## src/rtl/uart_pkg.sv

```systemverilog
// Shared UART definitions: parser state encoding, default start-of-frame marker
// and the bit-period computation also used by the receiver.
package uart_pkg;

    typedef enum logic [2:0] {
        IDLE,
        CMD,
        LEN,
        PAYLOAD,
        CHK,
        HOLD
    } parser_state_t;

    localparam logic [7:0] SOF_DEFAULT = 8'hA5;

    function automatic int clks_per_bit(input int clock_freq, input int baud_rate);
        return clock_freq / baud_rate;
    endfunction

endpackage

```

## src/rtl/uart_pl_buf.sv

```systemverilog
// Payload buffer: one write port from the parser, one registered read port.
// Contents are deliberately not reset; only the read register is.
module uart_pl_buf #(
    parameter int DEPTH = 16,
    parameter int AW    = $clog2(DEPTH)
) (
    input  logic          clk,
    input  logic          rst_n,
    input  logic          we,
    input  logic [AW-1:0] waddr,
    input  logic [7:0]    wdata,
    input  logic [AW-1:0] raddr,
    output logic [7:0]    rdata
);

    logic [7:0] mem [DEPTH];
    logic [7:0] rdata_q;

    always_ff @(posedge clk) begin
        if (we) begin
            mem[waddr] <= wdata;
        end
    end

    always_ff @(posedge clk or negedge rst_n) begin
        if (!rst_n) begin
            rdata_q <= 8'h00;
        end else begin
            rdata_q <= mem[raddr];
        end
    end

    assign rdata = rdata_q;

endmodule

```

## src/rtl/uart_cmd_parser.sv

```systemverilog
// Turns the UART receiver byte stream into checked command frames
// (SOF, CMD, LEN, payload, XOR checksum) offered through a valid/ready handshake.
module uart_cmd_parser
    import uart_pkg::*;
#(
    parameter int          CLOCK_FREQ    = 50000000,
    parameter int          BAUD_RATE     = 9600,
    parameter int          MAX_PAYLOAD   = 16,
    parameter logic [7:0]  SOF_BYTE      = SOF_DEFAULT,
    parameter int          TIMEOUT_BYTES = 4
) (
    input  logic                           clk,
    input  logic                           rst_n,
    input  logic [7:0]                     rx_data,
    input  logic                           rx_valid,
    output logic                           frame_valid,
    input  logic                           frame_ready,
    output logic [7:0]                     frame_cmd,
    output logic [7:0]                     frame_len,
    input  logic [$clog2(MAX_PAYLOAD)-1:0] pl_rd_addr,
    output logic [7:0]                     pl_rd_data,
    output logic                           err_chk,
    output logic                           err_len,
    output logic                           err_timeout,
    output logic                           overrun
);

    localparam int              AW           = $clog2(MAX_PAYLOAD);
    localparam int              TIMEOUT_CLKS = TIMEOUT_BYTES * 10 * clks_per_bit(CLOCK_FREQ, BAUD_RATE);
    localparam int              TW           = $clog2(TIMEOUT_CLKS + 1);
    localparam logic [TW-1:0]   TMO_LAST     = TW'(TIMEOUT_CLKS - 1);
    localparam logic [7:0]      MAX_LEN      = 8'(MAX_PAYLOAD);

    parser_state_t state_q, state_d;
    logic [7:0]    xor_q, xor_d;
    logic [TW-1:0] tmo_q, tmo_d;
    logic [7:0]    idx_q, idx_d;
    logic [7:0]    cur_cmd_q, cur_cmd_d;
    logic [7:0]    cur_len_q, cur_len_d;
    logic          frame_valid_q, frame_valid_d;
    logic [7:0]    frame_cmd_q, frame_cmd_d;
    logic [7:0]    frame_len_q, frame_len_d;
    logic          err_chk_q, err_chk_d;
    logic          err_len_q, err_len_d;
    logic          err_timeout_q, err_timeout_d;
    logic          overrun_q, overrun_d;

    logic          buf_we;
    logic          tmo_active;
    logic          tmo_expire;
    logic          is_sof;

    assign tmo_active = (state_q == CMD) || (state_q == LEN) ||
                        (state_q == PAYLOAD) || (state_q == CHK);
    // An arriving byte always beats the terminal count.
    assign tmo_expire = tmo_active && !rx_valid && (tmo_q == TMO_LAST);
    assign is_sof     = rx_valid && (rx_data == SOF_BYTE);

    always_comb begin
        state_d       = state_q;
        xor_d         = xor_q;
        tmo_d         = '0;
        idx_d         = idx_q;
        cur_cmd_d     = cur_cmd_q;
        cur_len_d     = cur_len_q;
        frame_valid_d = frame_valid_q;
        frame_cmd_d   = frame_cmd_q;
        frame_len_d   = frame_len_q;
        err_chk_d     = 1'b0;
        err_len_d     = 1'b0;
        err_timeout_d = 1'b0;
        overrun_d     = 1'b0;
        buf_we        = 1'b0;

        if (tmo_active && !rx_valid && !tmo_expire) begin
            tmo_d = tmo_q + 1'b1;
        end

        if (tmo_expire) begin
            err_timeout_d = 1'b1;
            state_d       = IDLE;
        end else begin
            case (state_q)
                IDLE: begin
                    if (is_sof) begin
                        xor_d   = 8'h00;
                        state_d = CMD;
                    end
                end
                CMD: begin
                    if (rx_valid) begin
                        cur_cmd_d = rx_data;
                        xor_d     = xor_q ^ rx_data;
                        state_d   = LEN;
                    end
                end
                LEN: begin
                    if (rx_valid) begin
                        cur_len_d = rx_data;
                        xor_d     = xor_q ^ rx_data;
                        idx_d     = 8'h00;
                        if (rx_data > MAX_LEN) begin
                            err_len_d = 1'b1;
                            state_d   = IDLE;
                        end else if (rx_data == 8'h00) begin
                            state_d = CHK;
                        end else begin
                            state_d = PAYLOAD;
                        end
                    end
                end
                PAYLOAD: begin
                    if (rx_valid) begin
                        buf_we = 1'b1;
                        xor_d  = xor_q ^ rx_data;
                        idx_d  = idx_q + 8'd1;
                        if (idx_q == cur_len_q - 8'd1) begin
                            state_d = CHK;
                        end
                    end
                end
                CHK: begin
                    if (rx_valid) begin
                        if (rx_data == xor_q) begin
                            frame_valid_d = 1'b1;
                            frame_cmd_d   = cur_cmd_q;
                            frame_len_d   = cur_len_q;
                            state_d       = HOLD;
                        end else begin
                            err_chk_d = 1'b1;
                            state_d   = IDLE;
                        end
                    end
                end
                HOLD: begin
                    // Releasing the frame lets the same cycle's byte be judged as in IDLE.
                    if (frame_ready) begin
                        frame_valid_d = 1'b0;
                        state_d       = IDLE;
                        if (is_sof) begin
                            xor_d   = 8'h00;
                            state_d = CMD;
                        end
                    end else if (rx_valid) begin
                        overrun_d = 1'b1;
                    end
                end
                default: state_d = IDLE;
            endcase
        end
    end

    always_ff @(posedge clk or negedge rst_n) begin
        if (!rst_n) begin
            state_q       <= IDLE;
            xor_q         <= 8'h00;
            tmo_q         <= '0;
            idx_q         <= 8'h00;
            cur_cmd_q     <= 8'h00;
            cur_len_q     <= 8'h00;
            frame_valid_q <= 1'b0;
            frame_cmd_q   <= 8'h00;
            frame_len_q   <= 8'h00;
            err_chk_q     <= 1'b0;
            err_len_q     <= 1'b0;
            err_timeout_q <= 1'b0;
            overrun_q     <= 1'b0;
        end else begin
            state_q       <= state_d;
            xor_q         <= xor_d;
            tmo_q         <= tmo_d;
            idx_q         <= idx_d;
            cur_cmd_q     <= cur_cmd_d;
            cur_len_q     <= cur_len_d;
            frame_valid_q <= frame_valid_d;
            frame_cmd_q   <= frame_cmd_d;
            frame_len_q   <= frame_len_d;
            err_chk_q     <= err_chk_d;
            err_len_q     <= err_len_d;
            err_timeout_q <= err_timeout_d;
            overrun_q     <= overrun_d;
        end
    end

    uart_pl_buf #(
        .DEPTH (MAX_PAYLOAD),
        .AW    (AW)
    ) u_pl_buf (
        .clk   (clk),
        .rst_n (rst_n),
        .we    (buf_we),
        .waddr (idx_q[AW-1:0]),
        .wdata (rx_data),
        .raddr (pl_rd_addr),
        .rdata (pl_rd_data)
    );

    assign frame_valid = frame_valid_q;
    assign frame_cmd   = frame_cmd_q;
    assign frame_len   = frame_len_q;
    assign err_chk     = err_chk_q;
    assign err_len     = err_len_q;
    assign err_timeout = err_timeout_q;
    assign overrun     = overrun_q;

endmodule

```

## config.mk

```make
export PLATFORM = sky130hd
export DESIGN_NAME = uart_cmd_parser
export DESIGN_NICKNAME = d
export VERILOG_FILES = /design/src/rtl/uart_pkg.sv /design/src/rtl/uart_pl_buf.sv /design/src/rtl/uart_cmd_parser.sv
export SDC_FILE = /design/constraint.sdc
export NUM_CORES = 1
export LEC_CHECK = 0
export BUFFER_PORTS_ARGS = -buffer_cell sky130_fd_sc_hd__buf_2
export CAP_MARGIN = 25
export CORE_MARGIN = 10
export CORE_UTILIZATION = 61
export DETAILED_ROUTE_END_ITERATION = 12
export MAX_ROUTING_LAYER = met4
export PLACE_DENSITY = 0.76
export SLEW_MARGIN = 20
export SYNTH_ARGS = -nofsm -noshare
export SYNTH_HDL_FRONTEND = slang
export SYNTH_SLANG_ARGS = --single-unit
```

## constraint.sdc

```tcl
create_clock -name clk -period 3.2 [get_ports clk]
set_input_delay 0.64 -clock clk [delete_from_list [all_inputs] [get_ports clk]]
set_output_delay 0.64 -clock clk [all_outputs]
set_load 0.01 [all_outputs]
```

Word-level counts from Yosys, hierarchy flattened
Memory sizes are Yosys's and may differ from the RTL's. A register that Yosys moved wholly into a read port is not among the register bits. Index checks and enable logic that the tools add are counted.

Register bits after elaboration: 74. Bits in writable memories: 128. Word-level logic and storage cells: 107. Memories kept: 1.

Memories: u_pl_buf.mem (words 16, bits a word 8, read ports 1, clocked after memory_dff 1, wr ports 1, line uart_pl_buf.sv:16) `logic [7:0] mem [DEPTH];`.

Add/sub/neg operators: 3. Order comparisons: 1. Equality and inequality tests: 22. Multiplexer cells: 42. Bitwise logic cells: 2. Reductions and logical operators: 23.

Operators with widths (number): $mux W8 (5); $mux W3 (11); $pmux W8 S3 (1); $mux W1 (21); $add A18 B1 Y18 const B (1); $eq A18 B18 Y1 const B (1); $mux W18 (1); $ne A3 B3 Y1 const B (6); $pmux W3 S6 (1); $eq A8 B8 Y1 (2); $pmux W8 S2 (1); $reduce_and A4 Y1 (3); $add A8 B1 Y8 const B (1); $eq A8 B8 Y1 const B (1); $gt A8 B5 Y1 const B (1); $logic_not A8 Y1 (1); $ne A2 B2 Y1 const B (4); $sub A8 B1 Y8 const B (1); $xor A8 B8 Y8 (1); $reduce_and A7 Y1 (1); $eq A3 B2 Y1 const B (2); $eq A3 B3 Y1 const B (2); $reduce_and A3 Y1 (2); $reduce_and A5 Y1 (1); 12 further kinds (21).

Depth between registers and ports, before layout
Gate-level depths: netlist of the first run.

Word-level depth: 9. Gate-level depth with buffers: 8.

Modules after synthesis
Synthesis of the first run repeated with hierarchy kept, for this count alone.

Cells, all modules: 588. Area total of the unflattened synthesis: 8948.6 um^2.

Modules (own cells, without submodules): uart_pl_buf (instances 1, cells an instance 229, area an instance 5187.5 um^2); uart_cmd_parser (instances 1, cells an instance 359, area an instance 3761.1 um^2).

Worst setup path before layout of the first run
OpenSTA, ideal clock, no wires.

Path type: input to register. Start point: input port rx_valid. End point: memory u_pl_buf.mem[0][0], enable pin. Library setup time: 383 ps. Arrival: 2160 ps. Setup slack: 657 ps. Stages on the path: 5. Buffers on the path: 2. Cell sequence: buf_1 and2_1 clkbuf_1 nand3_1 nor3_1.

Cells in the longest elaborated chain, start to end: 6.

Ends and longest elaborated chain: start: declaration (line uart_cmd_parser.sv:15) `input logic rx_valid,`; $logic_not A1 Y1 (line uart_cmd_parser.sv:56) `assign tmo_expire = tmo_active && !rx_valid && (tmo_q == TMO_LAST);`; $logic_and A1 B1 Y1 (2 in a row) (line uart_cmd_parser.sv:56); $mux W1 * (line uart_cmd_parser.sv:79) `if (tmo_expire) begin`; $mux W1 * (line uart_pl_buf.sv:20) `if (we) begin`; $mux W1 (not written as such) * (line uart_pl_buf.sv:21) `mem[waddr] <= wdata;`; end: declaration (line uart_pl_buf.sv:16).

Every way passes the cells marked *; elsewhere a longest branch is shown, timed or not.

Final worst setup path of the first run
Start point: register state_q[1]. End point: memory u_pl_buf.mem[10][4], enable pin.

Cells in the longest elaborated chain, start to end: 9.

Ends and longest elaborated chain: start: declaration (line uart_cmd_parser.sv:34) `parser_state_t state_q, state_d;`; start signal: assignment (line uart_cmd_parser.sv:169) `state_q <= state_d;`; $eq A3 B1 Y1 or $eq A3 B2 Y1 (tied branches) (line uart_cmd_parser.sv:53) `assign tmo_active = (state_q == CMD) || (state_q == LEN) ||`; $logic_or A1 B1 Y1 (2 in a row) (line uart_cmd_parser.sv:53); $logic_or A1 B1 Y1 (line uart_cmd_parser.sv:54) `(state_q == PAYLOAD) || (state_q == CHK);`; $logic_and A1 B1 Y1 (2 in a row) (line uart_cmd_parser.sv:56); $mux W1 * (line uart_cmd_parser.sv:79); $mux W1 * (line uart_pl_buf.sv:20); $mux W1 (not written as such) * (line uart_pl_buf.sv:21).

Marked as above.

==> results by group, run 1 <==
Finish
  • Final Util: a little over 70%
  • Fin nets: around 670
  • Non-filler instance count after layout: around 840
  • Inserted Diodes: 0
  • Most frequent cells in the layout: 128 x edfxtp_1, 82 x dfrtp_1, 50 x nor2_1
  • Area grow syn2layout: 14.7%
  • Layout filler cell count: 948
  • Fraction of layout cells with a size suffix above 1: around a quarter
  • Commonest non-fill, non-tap cell in the layout: edfxtp_1

Die
  • Core box area: 0.0144 mm²
  • Starting density of the core: between 60 and 70%
  • Die Area: 0.0198 mm²
  • Row count: 44
  • Die Wd: approximately 140 µm
  • Die height: about 140 µm
  • # IOs: 45

Min path
  • Hold Crit Class: input pin to async pin

Power
  • Combinational Power Share: 19.1%
  • Clock Power Share: between 30% and 40%
  • Max rail drop VDD: 545 µV
  • Net Sw Frac: between 20% and 30%
  • Sw Pwr: ~2.1 mW
  • Leakage: 3.86 nW
  • P per Cell Area: 751 mW/mm²
  • Flop pwr share: 45.6%
  • Internal: approximately 5.5 mW

Yosys
  • Compound-Gate Fraction of Synth Area: between 4 and 5%
  • Most used DFF post-synth: edfxtp_1
  • Mapped Nets: approximately 600
  • Post-synthesis mux area share: between 10% and 20%
  • Top area cells in the synthesized netlist: edfxtp_1 43%, dfrtp_1 23%, mux4_2 10%, mux2_2 3.3%, nor2_1 2.1%
  • Netlist cell types: 54
  • Async set or reset register ratio after synthesis: roughly two fifths
  • Post-Syn Area per Cell: ~15 µm²
  • Top-area cell type share of the netlist area: between 40% and 50%
  • Largest family of logic cells by synthesized area: multiplexers
  • Yosys warning count: 0
  • Seq/Total Area, Yosys: about two thirds
  • Synth Register Bits: 210
  • Simple-gate share of the synthesized area: under 10%
  • Post-synth EDFFs: roughly 130
  • Cell taking the most area after synthesis: edfxtp_1
  • Syn Inst Count: approximately 580
  • Xor and xnor fraction of the mapped netlist area: under 10%
  • Synth Area in Adders: less than 1%
  • Synthesized area: just under 0.009 mm²

Clocking
  • CTS tree: built
  • Worst-Skew Late Latency: around 0.50 ns
  • Clock Path Buffers: 3
  • H-Tree Depth: 1
  • Post-CTS setup buffers: 0
  • Inserted Clock Buffers: 22
  • # resized after CTS: 0
  • CTS Hold Bufs: 0
  • Clock net sink count: 210
  • Clock slew at reported path FFs: ~0.060 ns
  • Root buf cell: clkbuf_16

Drt
  • Vias: between 5000 and 6000
  • Post-route DRC: 0
  • DR WL/cell: 21.6 µm
  • Antenna viol nets, final: 0
  • Post-Route WL: between 15000 and 20000 µm
  • Via density: around 6
  • Iter 0 DRT Violations: between 400 and 500
  • TritonRoute pass-1 iters: 5

Critical path
  • Worst Setup SP: state_q[1]
  • Delay-heaviest family, CP: simple AND/OR/NAND/NOR gates
  • R2R setup slack: 0.62 ns
  • Reg2reg end: u_pl_buf.mem[10][4]
  • Worst Path Class, Setup: flop to flop
  • CP cell instances: nor2b_1, and2_1, nand3_1, nor2_1
  • Critical Path End: u_pl_buf.mem[10][4]
  • Crit path max fanout: 14
  • FF-to-FF path depth: 4
  • Slowest cell on crit path: nor2_1
  • Crit path buffers/inverters: 0
  • Crit end category: flop
  • R2R Path Start: state_q[1]
  • Critical path arrival: 2.69 ns
  • CP max stage delay: about 0.69 ns
  • Worst EP required: 3.32 ns
  • Worst path depth: 4
  • Startpoint types: flop

STA
  • Max-slew violations: 0
  • Clk_skew: between 0.01 and 0.015 ns
  • Fin. Hold Viols: 0
  • Setup TNS: 0 ns
  • Max-slew headroom: a little over two fifths
  • Period Utilization, post-route: 80.6%
  • Measured slew at the worst slew-check pin: 0.855 ns
  • Setup Viol. Count Final: 0
  • F_max: 388 MHz
  • RSZ-0062 raised after global routing: false
  • Min cycle time layout: roughly 2.6 ns
  • Hold slack: 0.198 ns
  • Setup WS post-layout: 0.622 ns

Placement
  • IO buf count: 44
  • Pre-CTS setup slack: 0.637 ns
  • Placed cells: roughly 800
  • Dpl hpwl: around 11000 µm
  • Placer Congestion: roughly 0.83

Flow run
  • Max-cap viol count: 0

GRT
  • Tot GR Track Use: a little under a fifth
  • Vias in the first global route: 5478
  • Largest net degree at the start of global routing: 83
  • Initial antenna violation count: 0
  • First-pass GRT wire length: ~30000 µm
  • Gr ovfl total: 0

Run status
  • Run status: complete, no violations
## state kept, by name (all words and copies together) (netlist names)
| name | flops |
|---|---|
| u_pl_buf.mem | 128 |
| tmo_q | 18 |
| cur_cmd_q | 8 |
| cur_len_q | 8 |
| frame_cmd | 8 |
| frame_len | 8 |
| idx_q | 8 |
| u_pl_buf.rdata | 8 |
| xor_q | 8 |
| state_q | 3 |
| err_chk | 1 |
| err_len | 1 |
| err_timeout | 1 |
| frame_valid | 1 |
| overrun | 1 |
## per-layer routing
layer | vias up | track usage [%] | wire length [µm] | part of all wire (%)
met1 | 2613 | 24.5 | 7590 | 42
li1 | 2325 | - | - | -
met2 | 171 | 31.4 | 9190 | 50
met3 | 26 | 3.02 | 1050 | 5.8
met5 | - | - | 0 | 0
met4 | 0 | 5.16 | 382 | 2.1
## worst min path at each step
stage / end / slack, ns / start
after floorplan: cur_cmd_q[0] / 0.34 / rst_n
after global placement: frame_len[4] / 0.46 / frame_len[4]
after detailed placement: frame_len[4] / 0.46 / frame_len[4]
after CTS: overrun / 0.35 / frame_ready
after global routing: cur_len_q[3] / 0.24 / rst_n
final: cur_len_q[3] / 0.20 / rst_n
## area by class of cell
type / count / area (µm²) / share of cell area [%]
Sequential cell: 210 / 5900 / 57.9
Tap cell: 184 / 230 / 2.26
Inverter: 8 / 30.0 / 0.295
Timing Repair Buffer: 66 / 404 / 3.97
Multi-Input combinational cell: 336 / 2840 / 27.9
Clock inverter: 10 / 155 / 1.52
Clock buffer: 29 / 628 / 6.17
## Yosys cell counts, types with 6 or more instances
cell type / instances
buf_2: 6
clkbuf_1: 12
dfrtp_1: 82
edfxtp_1: 128
ha_1: 6
inv_1: 8
mux2_2: 26
mux4_2: 40
nand2_1: 33
nand2b_1: 13
nand3_1: 15
nand4_1: 7
nor2_1: 50
nor3_1: 12
o21ai_0: 34
xnor2_1: 20
xor2_1: 14
## power by group through the flow
stage               combinational, mW  sequential, mW  clock, mW
floorplan                        1.16            3.39          0
global placement                 1.38            3.52          0
detailed placement               1.44            3.54          0
CTS                              1.47            3.48       2.74
global route                     1.63            3.54       2.86
finish                           1.46            3.49       2.70
## logic make-up (layout without fill, tap and decap cells)
family | Yosys count | in the layout
adders and majority gates | 6 | 6
xor gates and xnor gates | 34 | 34
AOI/OAI and AO/OA | 63 | 63
buffers and inverters | 33 | 113
DFF | 210 | 210
muxes | 68 | 68
and+or+nand+nor | 165 | 165
## through the flow
stage	total power, mW	cell area, µm²
4_1_cts	7.69	10200
3_5_place_dp	4.98	9400
3_3_place_gp	4.90	9400
6_report	7.65	10200
2_1_floorplan	4.55	8880
5_1_grt	8.03	10200
No activity file was read; power rests on OpenSTA's default activity.
==> inputs of run 2 (changes only) <==
- ABC_AREA: unset -> 1
- CORE_UTILIZATION: 61 -> 55
- PLACE_DENSITY: 0.76 -> 0.73
- clock period: 3.2 -> 2.09 ns (I/O delays scaled with it)
==> results by group, run 2 <==
Critical path
  • Startpoint types: flop
  • Crit path max fanout: 8
  • Critical path arrival: about 2 ns
  • Crit end category: flop
  • Worst EP required: ~2.3 ns
  • Top cell by count, worst path: nand2_1
  • CP cell instances: inv_2, nand2_1, inv_1, nand2_1, nor2_2, nand2_1, nor2_1, buf_4
  • Worst Setup SP: state_q[2]
  • Slowest cell on crit path: dfrtp_1
  • R2R Path Start: state_q[2]
  • Worst Path Class, Setup: flop to flop
  • CP max stage delay: 0.39 ns
  • Crit path buffers/inverters: 3
  • Delay-heaviest family, CP: simple AND/OR/NAND/NOR gates

Drt
  • Via density: ~5.4
  • DR WL/cell: about 17 µm
  • Iter 0 DRT Violations: 428
  • Post-route DRC: 0
  • TritonRoute pass-1 iters: 8
  • Vias: 6344
  • Post-Route WL: between 15000 and 20000 µm
  • Antenna viol nets, final: 0

Power
  • P per Cell Area: 1030 mW/mm²
  • Sw Pwr: between 3 and 4 mW
  • Combinational Power Share: between 10% and 20%
  • Internal: around 7.9 mW
  • Max rail drop VDD: between 800 and 900 µV
  • Overall power: 11.0 mW
  • Flop pwr share: a little under half
  • Net Sw Frac: between 20% and 30%
  • Leakage: roughly 4.5 nW
  • Clock Power Share: a little over a third

GRT
  • Vias in the first global route: approximately 6200
  • First-pass GRT wire length: between 30000 and 40000 µm
  • Largest net degree at the start of global routing: 42
  • Gr ovfl total: 0
  • Initial antenna violation count: 1
  • Tot GR Track Use: 18.4%

Clocking
  • Inserted Clock Buffers: 22
  • Clock Path Buffers: 3
  • CTS tree: built
  • Worst-Skew Late Latency: 0.50 ns
  • H-Tree Depth: 1
  • Root buf cell: clkbuf_16
  • Clock slew at reported path FFs: about 0.060 ns
  • Clock net sink count: 210

Yosys
  • Most common cell in the netlist: edfxtp_1
  • Commonest cells in the netlist: 128 x edfxtp_1, 111 x nand2_1, 108 x inv_1, 92 x o21ai_0, 82 x dfrtp_1
  • Netlist cell types: 34
  • Top-area cell type share of the netlist area: 42.0%
  • Async set or reset register ratio after synthesis: 39.0%
  • Post-synth EDFFs: around 130
  • Most used DFF post-synth: edfxtp_1
  • Synthesized area: 0.00916 mm²
  • Mapped Nets: roughly 880
  • Cell taking the most area after synthesis: edfxtp_1
  • Syn Inst Count: 854
  • Top area cells in the synthesized netlist: edfxtp_1 42%, dfrtp_1 22%, o21ai_0 5.0%, nand2_1 4.6%, inv_1 4.4%
  • Yosys warning count: 0
  • Synth Register Bits: 210
  • Post-Syn Area per Cell: 10.7 µm²
  • Seq/Total Area, Yosys: between 60 and 70%

STA
  • F_max: about 560 MHz
  • Min cycle time layout: 1.80 ns
  • RSZ-0062 raised after global routing: false
  • Clk_skew: between 0.007 and 0.008 ns
  • Fin. Hold Viols: 0
  • Setup WS post-layout: between 0.2 and 0.3 ns
  • Measured slew at the worst slew-check pin: between 0.5 and 0.6 ns
  • Setup Viol. Count Final: 0
  • Hold slack: 0.252 ns
  • Max-slew violations: 0
  • Max-slew headroom: approximately 63%
  • Period Utilization, post-route: between 80% and 90%
  • Setup TNS: 0 ns

Die
  • Die Area: approximately 0.022 mm²
  • Die height: about 150 µm
  • # IOs: 45
  • Starting density of the core: between 50% and 60%
  • Core box area: between 0.015 and 0.02 mm²
  • Die Wd: ~150 µm
  • Row count: between 40 and 50

Min path
  • Hold_sp: frame_ready
  • Hold Crit Class: input pin to flop

Placement
  • Pre-CTS setup slack: 0.186 ns
  • Placed Area: a little under 0.01 mm²
  • Placed cells: 1132
  • Placer Congestion: 0.892
  • Dpl hpwl: roughly 13000 µm
  • IO buf count: 44

Finish
  • Max reg flops: roughly 130
  • Final instance area: 0.0107 mm²
  • Non-filler instance count after layout: approximately 1200
  • Final Util: about 65%
  • Most frequent cells in the layout: 128 x edfxtp_1, 111 x nand2_1, 108 x inv_1
  • Fraction of layout cells with a size suffix above 1: between 10% and 20%
  • Commonest non-fill, non-tap cell in the layout: edfxtp_1
  • Largest register by flop count: u_pl_buf.mem
  • Multi-input gate area: 0.00272 mm²
  • Register area: a little under 0.006 mm²
  • Area grow syn2layout: 16.7%
  • Layout filler cell count: 1295
  • Largest regs: u_pl_buf.mem (128), tmo_q (18)
  • Fin nets: roughly 960

Run status
  • Run status: complete, no violations

Flow run
  • Max-cap viol count: 0
## run 2: cell types whose count changed in the layout (fill, tap and decap cells not counted), moves of 20 or more
cell / before / now
inv_1: 8 / 108
nand2_1: 33 / 111
o21ai_0: 34 / 92
a21oi_1: 4 / 47
mux4_2: 40 / 0
mux2i_1: 2 / 32
o211ai_1: 2 / 32
nand3_1: 15 / 42
mux2_2: 26 / 0
buf_4: 21 / 41
## run 2: path summary, 6_finish.rpt
check | end | slack [ns] | cells after the start
min in group asynchronous | u_pl_buf.rdata[2] | 0.32 | 2
worst max-delay path | u_pl_buf.mem[7][2] | 0.29 | 8
max in group asynchronous | frame_cmd[5] | 1.16 | 3
worst min register to register | frame_len[7] | 0.48 | 2
worst min-delay path | overrun | 0.25 | 4
worst max register to register | u_pl_buf.mem[7][2] | 0.29 | 8
## run 2: logic make-up after synthesis
| family | Yosys count | share of synthesized area (%) |
|---|---|---|
| buffers and inverters | 141 | 6.01 |
| AO/OA/AOI/OAI | 182 | 11.1 |
| XOR/XNOR | 17 | 1.63 |
| flip-flops | 210 | 64.4 |
| AND/OR/NAND/NOR | 266 | 12.5 |
| adder cells (fa/ha/maj) | 6 | 0.820 |
| multiplexers | 32 | 3.50 |
## run 2: worst min-delay path, stage by stage
cell,delay [ns]
buf_2,0.07
inv_1,0.03
nand2_1,0.13
nor2_1,0.06
## run 2: timing repair
action	CTS	global route
endpoints found under the setup margin	0	7
hold buffers	1	0
buffers inserted	0	0
hold endpoints to repair	13	0
resized for setup	0	4
## run 2: metal layers
| metal | GRT usage (%) | vias to the layer above | wire, µm |
|---|---|---|---|
| met5 | - | - | 0 |
| met4 | 4.91 | 0 | 357 |
| met3 | 3.13 | 31 | 1050 |
| met2 | 30.6 | 157 | 9710 |
| met1 | 23.0 | 3052 | 8690 |
| li1 | - | 3104 | - |
## run 2: power groups by stage
| stage | combinational, mW | sequential, mW | clock (mW) |
|---|---|---|---|
| 2_1_floorplan | 1.48 | 5.05 | 0 |
| 3_3_place_gp | 2.03 | 5.09 | 0 |
| 3_5_place_dp | 2.07 | 5.10 | 0 |
| 4_1_cts | 2.10 | 5.02 | 4.01 |
| 5_1_grt | 2.38 | 5.07 | 4.19 |
| 6_report | 2.09 | 5.02 | 3.94 |
## run 2: area by class of cell
type,count,area share (%)
clock inverter,8,0.808
timing repair buffer,89,5.88
tap,220,2.58
multi-input combinational,503,25.5
sequential,210,55.2
antenna,1,0.0234
clock buffer,32,6.17
inverter,111,3.90
==> inputs of run 3 (changes only) <==
- CAP_MARGIN: 25 -> 15
- REMOVE_ABC_BUFFERS: unset -> 1
==> results by group, run 3 (same netlist as run 2, synthesis figures left out) <==
STA
  • Measured slew at the worst slew-check pin: about 0.45 ns
  • Clk_skew: approximately 0.012 ns
  • F_max: roughly 540 MHz
  • Setup Viol. Count Final: 0
  • Min cycle time layout: 1.85 ns
  • RSZ-0062 raised after global routing: false
  • Period Utilization, post-route: just under 90%
  • Fin. Hold Viols: 0
  • Setup WS post-layout: 0.238 ns
  • Setup TNS: 0 ns
  • Max-slew violations: 0
  • Hold slack: 0.267 ns
  • Max-slew headroom: 69.5%

Placement
  • Placer Congestion: a little under 0.9
  • Pre-CTS setup slack: about 0.14 ns
  • Dpl hpwl: 14000 µm
  • Placed cells: 1137
  • IO buf count: 44

Flow run
  • Max-cap viol count: 0

Drt
  • Post-Route WL: a little over 20000 µm
  • DR WL/cell: roughly 17 µm
  • Vias: between 6000 and 7000
  • Via density: roughly 5.5
  • TritonRoute pass-1 iters: 5
  • Post-route DRC: 0
  • Antenna viol nets, final: 0
  • Iter 0 DRT Violations: roughly 540

Die
  • Starting density of the core: between 50% and 60%
  • Die height: between 100 and 150 µm
  • Row count: 47
  • Die Area: approximately 0.022 mm²
  • # IOs: 45
  • Core box area: between 0.015 and 0.02 mm²
  • Die Wd: ~150 µm

Clocking
  • Root buf cell: clkbuf_16
  • Worst-Skew Late Latency: ~0.50 ns
  • CTS tree: built
  • H-Tree Depth: 1
  • Clock slew at reported path FFs: roughly 0.06 ns
  • Clock Path Buffers: 3
  • Clock net sink count: 210
  • Inserted Clock Buffers: 22
  • Post-CTS setup buffers: 0

GRT
  • First-pass GRT wire length: 33100 µm
  • Largest net degree at the start of global routing: 38
  • Gr ovfl total: 0
  • Initial antenna violation count: 0
  • Tot GR Track Use: about a fifth
  • Vias in the first global route: 6267

Finish
  • Non-filler instance count after layout: 1178
  • Multi-input gate area: 0.00271 mm²
  • Largest register by flop count: u_pl_buf.mem
  • Max reg flops: 128
  • Largest regs: u_pl_buf.mem (128), tmo_q (18)
  • Register area: 0.00590 mm²
  • Fin nets: 964
  • Layout filler cell count: between 1000 and 1500
  • Commonest non-fill, non-tap cell in the layout: edfxtp_1
  • Area grow syn2layout: 16.6%
  • Fraction of layout cells with a size suffix above 1: between 10% and 20%
  • Most frequent cells in the layout: 128 x edfxtp_1, 111 x nand2_1, 108 x inv_1
  • Inserted Diodes: 0

Power
  • Overall power: 11.0 mW
  • P per Cell Area: just over 1000 mW/mm²
  • Leakage: 4.48 nW
  • Max rail drop VDD: about 660 µV

Run status
  • Run status: complete, no violations

Critical path
  • Worst Path Class, Setup: flop to flop
  • R2R setup slack: approximately 0.24 ns
  • Crit end category: flop
  • Reg2reg end: state_q[0]
  • Crit path max fanout: 6
  • Critical path arrival: 2.23 ns
  • Startpoint types: flop
  • Worst EP required: roughly 2.5 ns
  • R2R Path Start: state_q[1]
  • FF-to-FF path depth: 10

Min path
  • Hold_sp: frame_ready
  • Hold Crit Class: input pin to flop
  • Worst Hold End: overrun
  • Hold Path Depth: 4
-- run 3: per-layer routing --
metal	global-route usage, %	wire [µm]
met5	-	0
met4	6.77	530
met1	25.4	9160
met2	29.5	9680
met3	3.16	1190
-- run 3: report_power, final --
group | internal (mW) | switching (mW)
Combinational | 0.742 | 1.39
Sequential | 4.76 | 0.260
Clock | 2.31 | 1.53
Total | 7.82 | 3.18
-- run 3: final cells by class --
| cell class | instances | area share, % |
|---|---|---|
| flip-flops and latches | 210 | 55.2 |
| multi-input cells | 503 | 25.4 |
| clock buffers | 30 | 6.12 |
| repair buffers | 94 | 6.00 |
| inverters | 111 | 3.90 |
| well taps | 220 | 2.58 |
| clock inverters | 10 | 0.739 |
-- run 3: critical path, cell delays in order, from the launching register on --
cell and delay [ns]:
dfrtp_1 0.45, nor2_2 0.24, inv_1 0.11, nor2_2 0.17
nand2_1 0.10, inv_1 0.08, nor2_1 0.04, nor2_1 0.26
a21oi_1 0.13, nand4_1 0.11, nand2_1 0.06
-- run 3: timing repair --
action | CTS | global route
hold buffers | 1 | 0
resized for setup | 0 | 1
endpoints found under the hold margin | 14 | 0
endpoints found under the setup margin | 0 | 8
-- run 3: per-stage QoR --
step           cell area (µm²)  utilization (%)
6_report                 10700             64.8
5_1_grt                  10700             64.8
3_5_place_dp              9930             60.3
3_3_place_gp              9930             60.3
2_1_floorplan             9020                -
4_1_cts                  10700             64.8
-- run 3: worst max-delay path by stage --
| stage | from | endpoint | slack, ns |
|---|---|---|---|
| global route | tmo_q[0] | state_q[1] | 0.01 |
| finish | state_q[1] | state_q[0] | 0.24 |
| CTS | state_q[2] | u_pl_buf.mem[7][0] | 0.17 |
| floorplan | state_q[2] | u_pl_buf.mem[4][0] | 0.18 |
| detailed placement | rx_data[7] | state_q[0] | 0.14 |
| global placement | state_q[2] | u_pl_buf.mem[5][2] | 0.23 |
